### config.mk
export PLATFORM = sky130hd
export DESIGN_NAME = cnn_layer_accel_job_fetch_ctrl
export DESIGN_NICKNAME = d
export VERILOG_FILES = /design/src/rtl/cnn_layer_accel_job_fetch_ctrl.sv
export SDC_FILE = /design/constraint.sdc
export NUM_CORES = 1
export LEC_CHECK = 0
export CAP_MARGIN = 20
export CORE_UTILIZATION = 41
export CTS_BUF_LIST = sky130_fd_sc_hd__clkbuf_4 sky130_fd_sc_hd__clkbuf_8
export CTS_CLUSTER_SIZE = 24
export DETAILED_ROUTE_END_ITERATION = 8
export GPL_TIMING_DRIVEN = 0
export PLACE_DENSITY = 0.82
export SLEW_MARGIN = 20
export SYNTH_ARGS = -nofsm -noshare
export SYNTH_HDL_FRONTEND = slang
export SYNTH_SLANG_ARGS = --single-unit
### constraint.sdc
create_clock -name clk_if -period 2.05 [get_ports clk_if]
set_input_delay 0.615 -clock clk_if [delete_from_list [all_inputs] [get_ports clk_if]]
set_output_delay 0.615 -clock clk_if [all_outputs]
set_load 0.02 [all_outputs]
### src/rtl/cnn_layer_accel_job_fetch_ctrl.sv
// Job/fetch/pixel responder for the CNN layer accelerator quad.
// Accepts a job, requests the input map one row at a time, forwards each
// row's pixel beats to the row-buffer write port and reports completion.
// Every output comes straight from a flop so the host sees clean timing.
module cnn_layer_accel_job_fetch_ctrl #(
  parameter int C_PIXEL_WIDTH = 16,
  parameter int C_NUM_LANES   = 8,
  parameter int C_DIM_WIDTH   = 10
) (
  input  logic                                 clk_if,
  input  logic                                 rst_n,
  input  logic [C_DIM_WIDTH-1:0]               num_input_rows_cfg,
  input  logic [C_DIM_WIDTH-1:0]               num_input_cols_cfg,
  input  logic                                 job_start,
  output logic                                 job_accept,
  output logic                                 job_fetch_request,
  input  logic                                 job_fetch_ack,
  input  logic                                 job_fetch_complete,
  output logic                                 job_complete,
  input  logic                                 job_complete_ack,
  input  logic                                 pixel_valid,
  output logic                                 pixel_ready,
  input  logic [C_PIXEL_WIDTH*C_NUM_LANES-1:0] pixel_data,
  input  logic                                 row_buf_free,
  output logic                                 wr_en,
  output logic [C_DIM_WIDTH-1:0]               wr_row,
  output logic [C_DIM_WIDTH-1:0]               wr_col,
  output logic [C_PIXEL_WIDTH*C_NUM_LANES-1:0] wr_data,
  output logic                                 err_short_row,
  output logic                                 busy
);

  localparam int W = C_PIXEL_WIDTH * C_NUM_LANES;
  localparam logic [C_DIM_WIDTH-1:0] DIM_ZERO = '0;
  localparam logic [C_DIM_WIDTH-1:0] DIM_ONE  = {{(C_DIM_WIDTH-1){1'b0}}, 1'b1};

  typedef enum logic [2:0] {
    S_IDLE      = 3'd0,
    S_REQ       = 3'd1,
    S_STREAM    = 3'd2,
    S_WAIT_CMPL = 3'd3,
    S_NEXT      = 3'd4,
    S_DONE      = 3'd5
  } state_t;

  state_t                 state_q, state_d;

  // Job geometry captured at accept; both hold (count - 1).
  logic [C_DIM_WIDTH-1:0] rows_cfg_q, rows_cfg_d;
  logic [C_DIM_WIDTH-1:0] cols_cfg_q, cols_cfg_d;

  // Position of the next beat to be written. col never passes cols_cfg,
  // so a full 2^C_DIM_WIDTH-wide row cannot wrap the counter.
  logic [C_DIM_WIDTH-1:0] row_q, row_d;
  logic [C_DIM_WIDTH-1:0] col_q, col_d;

  logic                   job_accept_q, job_accept_d;
  logic                   fetch_req_q, fetch_req_d;
  logic                   job_complete_q, job_complete_d;
  logic                   pixel_ready_q, pixel_ready_d;
  logic                   wr_en_q, wr_en_d;
  logic [C_DIM_WIDTH-1:0] wr_row_q, wr_row_d;
  logic [C_DIM_WIDTH-1:0] wr_col_q, wr_col_d;
  logic [W-1:0]           wr_data_q, wr_data_d;
  logic                   err_short_q, err_short_d;
  logic                   busy_q, busy_d;

  logic                   beat_xfer;
  logic                   last_beat;

  assign beat_xfer = pixel_valid & pixel_ready_q;
  assign last_beat = (col_q == cols_cfg_q);

  // Next-state and next-output logic for the whole job sequence.
  always_comb begin
    state_d        = state_q;
    rows_cfg_d     = rows_cfg_q;
    cols_cfg_d     = cols_cfg_q;
    row_d          = row_q;
    col_d          = col_q;
    job_accept_d   = 1'b0;
    fetch_req_d    = fetch_req_q;
    job_complete_d = job_complete_q;
    pixel_ready_d  = pixel_ready_q;
    wr_en_d        = 1'b0;
    wr_row_d       = wr_row_q;
    wr_col_d       = wr_col_q;
    wr_data_d      = wr_data_q;
    err_short_d    = err_short_q;

    unique case (state_q)
      S_IDLE: begin
        fetch_req_d    = 1'b0;
        job_complete_d = 1'b0;
        pixel_ready_d  = 1'b0;
        if (job_start) begin
          rows_cfg_d   = num_input_rows_cfg;
          cols_cfg_d   = num_input_cols_cfg;
          row_d        = DIM_ZERO;
          col_d        = DIM_ZERO;
          err_short_d  = 1'b0;
          job_accept_d = 1'b1;
          state_d      = S_REQ;
        end
      end

      S_REQ: begin
        if (fetch_req_q) begin
          if (job_fetch_ack) begin
            fetch_req_d   = 1'b0;
            pixel_ready_d = 1'b1;
            state_d       = S_STREAM;
          end
        end else if (row_buf_free) begin
          fetch_req_d = 1'b1;
        end
      end

      S_STREAM: begin
        if (beat_xfer) begin
          wr_en_d   = 1'b1;
          wr_row_d  = row_q;
          wr_col_d  = col_q;
          wr_data_d = pixel_data;
        end
        if (beat_xfer && last_beat) begin
          pixel_ready_d = 1'b0;
          state_d       = job_fetch_complete ? S_NEXT : S_WAIT_CMPL;
        end else begin
          if (beat_xfer) begin
            col_d = col_q + DIM_ONE;
          end
          if (job_fetch_complete) begin
            err_short_d   = 1'b1;
            pixel_ready_d = 1'b0;
            state_d       = S_NEXT;
          end
        end
      end

      S_WAIT_CMPL: begin
        pixel_ready_d = 1'b0;
        if (job_fetch_complete) begin
          state_d = S_NEXT;
        end
      end

      S_NEXT: begin
        col_d = DIM_ZERO;
        if (row_q == rows_cfg_q) begin
          job_complete_d = 1'b1;
          state_d        = S_DONE;
        end else begin
          row_d   = row_q + DIM_ONE;
          state_d = S_REQ;
        end
      end

      S_DONE: begin
        if (job_complete_ack) begin
          job_complete_d = 1'b0;
          state_d        = S_IDLE;
        end
      end

      default: begin
        state_d        = S_IDLE;
        fetch_req_d    = 1'b0;
        job_complete_d = 1'b0;
        pixel_ready_d  = 1'b0;
      end
    endcase

    busy_d = (state_d != S_IDLE);
  end

  // State and output registers; reset abandons any job in flight.
  always_ff @(posedge clk_if or negedge rst_n) begin
    if (!rst_n) begin
      state_q        <= S_IDLE;
      rows_cfg_q     <= '0;
      cols_cfg_q     <= '0;
      row_q          <= '0;
      col_q          <= '0;
      job_accept_q   <= 1'b0;
      fetch_req_q    <= 1'b0;
      job_complete_q <= 1'b0;
      pixel_ready_q  <= 1'b0;
      wr_en_q        <= 1'b0;
      wr_row_q       <= '0;
      wr_col_q       <= '0;
      wr_data_q      <= '0;
      err_short_q    <= 1'b0;
      busy_q         <= 1'b0;
    end else begin
      state_q        <= state_d;
      rows_cfg_q     <= rows_cfg_d;
      cols_cfg_q     <= cols_cfg_d;
      row_q          <= row_d;
      col_q          <= col_d;
      job_accept_q   <= job_accept_d;
      fetch_req_q    <= fetch_req_d;
      job_complete_q <= job_complete_d;
      pixel_ready_q  <= pixel_ready_d;
      wr_en_q        <= wr_en_d;
      wr_row_q       <= wr_row_d;
      wr_col_q       <= wr_col_d;
      wr_data_q      <= wr_data_d;
      err_short_q    <= err_short_d;
      busy_q         <= busy_d;
    end
  end

  assign job_accept        = job_accept_q;
  assign job_fetch_request = fetch_req_q;
  assign job_complete      = job_complete_q;
  assign pixel_ready       = pixel_ready_q;
  assign wr_en             = wr_en_q;
  assign wr_row            = wr_row_q;
  assign wr_col            = wr_col_q;
  assign wr_data           = wr_data_q;
  assign err_short_row     = err_short_q;
  assign busy              = busy_q;

endmodule

== Word level (Yosys, flattened, before mapping) ==
Cells that the tools add are included.
Storage, ports and cells
  flip-flop bits (word level): 198
  input port bits: 156
  output and inout bits: 155
Cells by class
  add/sub/neg operators: 2
  eq/ne operators: 17
  muxes and demuxes: 35
  bitwise operators: 3
  reduce and logical (&&, ||, !) cells: 16
Operator list (number)
  $mux 10: 4
  $pmux 10 s3: 1
  $mux 3: 8
  $add 10x1->10 const B: 2
  $eq 10x10->1: 2
  $pmux 10 s2: 1
  $ne 2x2->1 const B: 9
  $pmux 3 s6: 1
  $mux 1: 16
  $reduce_and 4->1: 3
  $eq 3x2->1 const B: 2
  $eq 3x3->1 const B: 2
  $pmux 1 s3: 2
  $reduce_and 3->1: 2
  $reduce_bool 3->1: 2
  $pmux 1 s2: 2
  $reduce_and 2->1: 2
  $reduce_bool 2->1: 2
  $reduce_or 4->1: 1
  $eq 3x1->1 const B: 1
  $logic_not 3->1: 1
  $ne 3x3->1 const B: 1
  $reduce_or 3->1: 1
  $not 1->1: 2
  other kinds (3): 3

== Longest topological paths before layout ==
  depth in word-level cells: 5
  mapped depth: 9

== Worst setup path after synthesis ==
OpenSTA, ideal clock, no wires.
  path kind: input to register
  start point: in pixel_valid
  end point: reg col_q[1]
  library setup time: 0.120 ns
  arrival time: 1.903 ns
  slack: 0.027 ns
  cell stages on the path: 6
  cells stage by stage: nand2_1 > or4_4 > o31ai_4 > buf_6 > nand2_4 > a31o_1
On the way
  cells in the longest elaborated chain, start to end: 4
  elaborated cells on any way between the ends: 5
Ends and longest elaborated chain
  start: declaration: line 21  | input logic pixel_valid,
  $and 1x1->1 (*): line 71  | assign beat_xfer = pixel_valid & pixel_ready_q;
  $logic_and 1x1->1: line 126  | if (beat_xfer && last_beat) begin
  $ne 2x2->1 (no line)
  $reduce_and 4->1 (no line) (*)
  end signal: assignment: line 200  | col_q <= col_d;
  end: declaration: line 55  | logic [C_DIM_WIDTH-1:0] col_q, col_d;
Mark *: on every way between the ends. The rest lies on a longest branch, timed or not.
A chain may end at the register's enable or synchronous reset.

== Worst setup path after layout ==
  start point: reg col_q[8]
  end point: reg col_q[1]
On the way
  cells in the longest elaborated chain, start to end: 4
Ends and longest elaborated chain
  $eq 10x10->1: line 72  | assign last_beat = (col_q == cols_cfg_q);
  $logic_and 1x1->1: line 126
  $ne 2x2->1 (no line)
  $reduce_and 4->1 (no line)
Every way passes these cells.

==> summary.md <==
| Metric | Value |
|---|---|
| Vias post-DR | 5,996 |
| Initial antenna violation count | 2 |
| Simple-Gate Fraction of Synth Area | 0.08193 |
| Post-synthesis cell type count | 42 |
| Syn_area_per_cell | 13.43 sq um |
| CP Data Required Time | 2410 ps |
| Worst Skew | 14.57 ps |
| Io pins | 311 |
| Synth Area in Compound Gates | 0.03676 |
| Buf/Inv on CP | 1 |
| Top cells by count, synth | dfrtp_1 (198), mux2_2 (148), nand2_1 (85), buf_2 (19), xnor2_1 (17) |
| Total gr overflow | 0 |
| TritonCTS buffer count | 17 |
| Detailed placement HPWL | 16,930 microns |
| Via/cell ratio | 4.964 |
| Status | completed |
| Die width | 142.0 microns |
| Endpoints failing setup | 0 |
| Area leader, netlist | dfrtp_1 |
| Crit. End Element | flop |
| Area fraction of the dominant cell type after synthesis | 0.6168 |
| VDD IR-drop max | 0.5552 mV |
| WL final | 22,390 microns |
| Critical path class | reg -> reg |
| Vias in the first global route | 6,026 |
| Slew of the pin with the lowest slew margin | 604.7 ps |
| Final hold vios | 0 |
| Yosys warnings | 0 |
| Post-layout util | 0.6265 |
| Clock Tree Root | clkbuf_8 |
| Pre-antenna DRT Iters | 5 |
| Share of cells above drive strength 1 | 0.2357 |
| Clk slew on worst S/H paths | 100 ps |
| RSZ-0062 raised after global routing | true |
| Synth Net Count | 756 |
| CTS sink cnt | 198 |
| CP max stage cell | or4_4 |
| Fin Hold WS | 504.0 ps |
| Global-route wire length before repair | 33,950 microns |
| Nets | 1,091 |
| Core footprint | 18,960 sq um |
| Wire per inst | 18.53 microns |
| Final Power | 14.39 mW |
| Main flop type after synthesis | dfrtp_1 |
| CTS tree | yes |
| Die Y | 142.0 microns |
| Post-synthesis sequential area ratio | 0.6168 |
| Max Slew Vio Count | 0 |
| IO buf count | 310 |
| Core Rows | 50 |
| H-Tree Depth | 4 |
| Pin count of the biggest net entering global routing | 100 |
| Initial core utilization | 0.4238 |
| Most frequent cell after synthesis | dfrtp_1 |
| Fillers | 1,566 |
| Crit Path Max Fanout | 5 |
| Max incr delay on CP | 580 ps |
| Largest family of logic cells by synthesized area | multiplexers |
| DRC | 0 |
| Crit path DAT | 2370 ps |
| Antenna Nets Post-Route | 0 |
| Tot GR Track Use | 0.2249 |
| GPL Wtd Cong | 0.8646 |
| Clock tree buffer depth | 2 |
| Synth Cell Area | 8033 sq um |
| Max-Cap Viols | 0 |
| Post-synth EDFFs | 0 |
| Cell area power density | 1212 nW/um^2 |
| Startpoint types | flop |
| Layout area overhead | 47.85% |
| Gate Count Post-Synth | 598 |
| Fmax | 0.4960 GHz |
| Synth area leaders | dfrtp_1 (62%), mux2_2 (21%), nand2_1 (4.0%), xnor2_1 (1.9%), buf_2 (1.2%) |
| Number of synthesized register bits | 198 |
| Async S/R FF share, synth | 1.000 |
| Setup TNS | 0 ps |
| CP top delay family | simple AND/OR/NAND/NOR gates |
| Adder-cell area share of the yosys netlist | 0.003115 |
| Total leakage power | 6.201 nW |
| Worst skew pair latency | 470 ps |
| HP Class | reg -> reg |
| Crit-path cells | xor2_1 -> or4_4 -> o31ai_4 -> buf_6 -> nand2_4 -> a31o_1 |
| Crit path time final | 2016 ps |
| Post-synthesis mux area share | 0.2174 |
| Max transition margin | 0.5926 |
| Die ar. | 20,160 sq um |
| Crit share post-route | 0.9835 |
| XOR/XNOR Fraction of Synth Area | 0.02181 |
| DR iter-0 viols | 199 |
-- worst paths after layout --
check                      slack, ps                      start  cells past startpoint                        end
max in group asynchronous        820                      rst_n                      3       col_q[8]$_DFFE_PN0P_
min reg2reg                      500  cols_cfg_q[2]$_DFFE_PN0P_                      2  cols_cfg_q[2]$_DFFE_PN0P_
max reg2reg                       30       col_q[8]$_DFFE_PN0P_                      6       col_q[1]$_DFFE_PN0P_
min                              500  cols_cfg_q[2]$_DFFE_PN0P_                      2  cols_cfg_q[2]$_DFFE_PN0P_
min in group asynchronous        520                      rst_n                      2   wr_data[101]$_DFFE_PN0P_
max                               30       col_q[8]$_DFFE_PN0P_                      6       col_q[1]$_DFFE_PN0P_
-- where the power goes --
| part | switching [mW] | internal, mW | total, mW | leakage, nW |
|---|---|---|---|---|
| sequential | 0.743 | 5.29 | 6.03 | 2.70 |
| clock | 1.45 | 0.942 | 2.39 | 0.192 |
| combinational | 3.32 | 2.65 | 5.97 | 3.31 |
-- per-stage QoR --
stage	instances	setup slack [ps]	cell area [sq um]
floorplan	598	27.06	8033
global placement	1168	-7977	11460
detailed placement	1170	-603.0	11520
CTS	1204	1.968	11780
global route	1207	-11.62	11870
finish	1208	33.79	11880
-- flip-flops by register name, summed over array words and instances (netlist names), 3 cells and up --
name,flops
state_q,3
wr_data,128
row_q,10
wr_row,10
cols_cfg_q,10
wr_col,10
col_q,10
rows_cfg_q,10
-- layout make-up --
class | instances | area (sq um) | area share
inverter | 9 | 33.78 | 0.002844
antenna | 2 | 5.005 | 0.0004214
clock buffer | 19 | 261.5 | 0.02202
clock inverter | 13 | 112.6 | 0.009482
buffer | 27 | 216.5 | 0.01823
sequential | 198 | 4957 | 0.4174
tap | 260 | 325.3 | 0.02739
multi-input combinational | 361 | 2937 | 0.2473
timing repair buffer | 319 | 3028 | 0.2550
-- placed cells by master (no fill, tap or decap), drive strengths merged, types with 3 or more instances in the layout --
| cell | instances |
|---|---|
| inv | 14 |
| nand2 | 86 |
| mux2 | 148 |
| xnor2 | 17 |
| or4 | 6 |
| o31ai | 7 |
| clkbuf | 27 |
| or3 | 4 |
| o21ai | 9 |
| nor3 | 4 |
| o211ai | 4 |
| nor2 | 10 |
| xor2 | 3 |
| buf | 28 |
| nand2b | 5 |
| nand4 | 4 |
| mux2i | 8 |
| dlygate4sd2 | 154 |
| clkdlybuf4s50 | 153 |
| nand3 | 10 |
| nor4 | 3 |
| clkinv | 7 |
| dfrtp | 198 |
| a21oi | 9 |
-- worst min-delay path: cells and delay by family, from the launching register on --
kind             cells  cell delay [ps]
and+or+nand+nor      2              110
DFF                  1              370
-- timing repair --
item / CTS / global route
cloned: 0 / 1
hold endpoints to repair: 2 / 0
resized for setup: 173 / 22
pin swaps: 2 / 6
setup endpoints to repair: 327 / 134
hold buffers: 1 / 0
setup buffers: 2 / 3
-- layer usage --
layer  GRT usage  routed length, microns  vias to the layer above
met4      0.1109                     820                        0
met2      0.3931                   11510                      227
met3     0.05922                    1563                       41
li1            -                       -                     2750
met1      0.2549                    8493                     2978
met5           0                       0                        -
-- cells by family after synthesis --
kind of cell               after synthesis
muxes                                  156
buffers and inverters                   39
adders and majority gates                2
and+or+nand+nor                        140
DFF                                    198
AOI/OAI and AO/OA                       43
xor gates and xnor gates                20
Note: power is estimated with default switching activity, not from simulation.
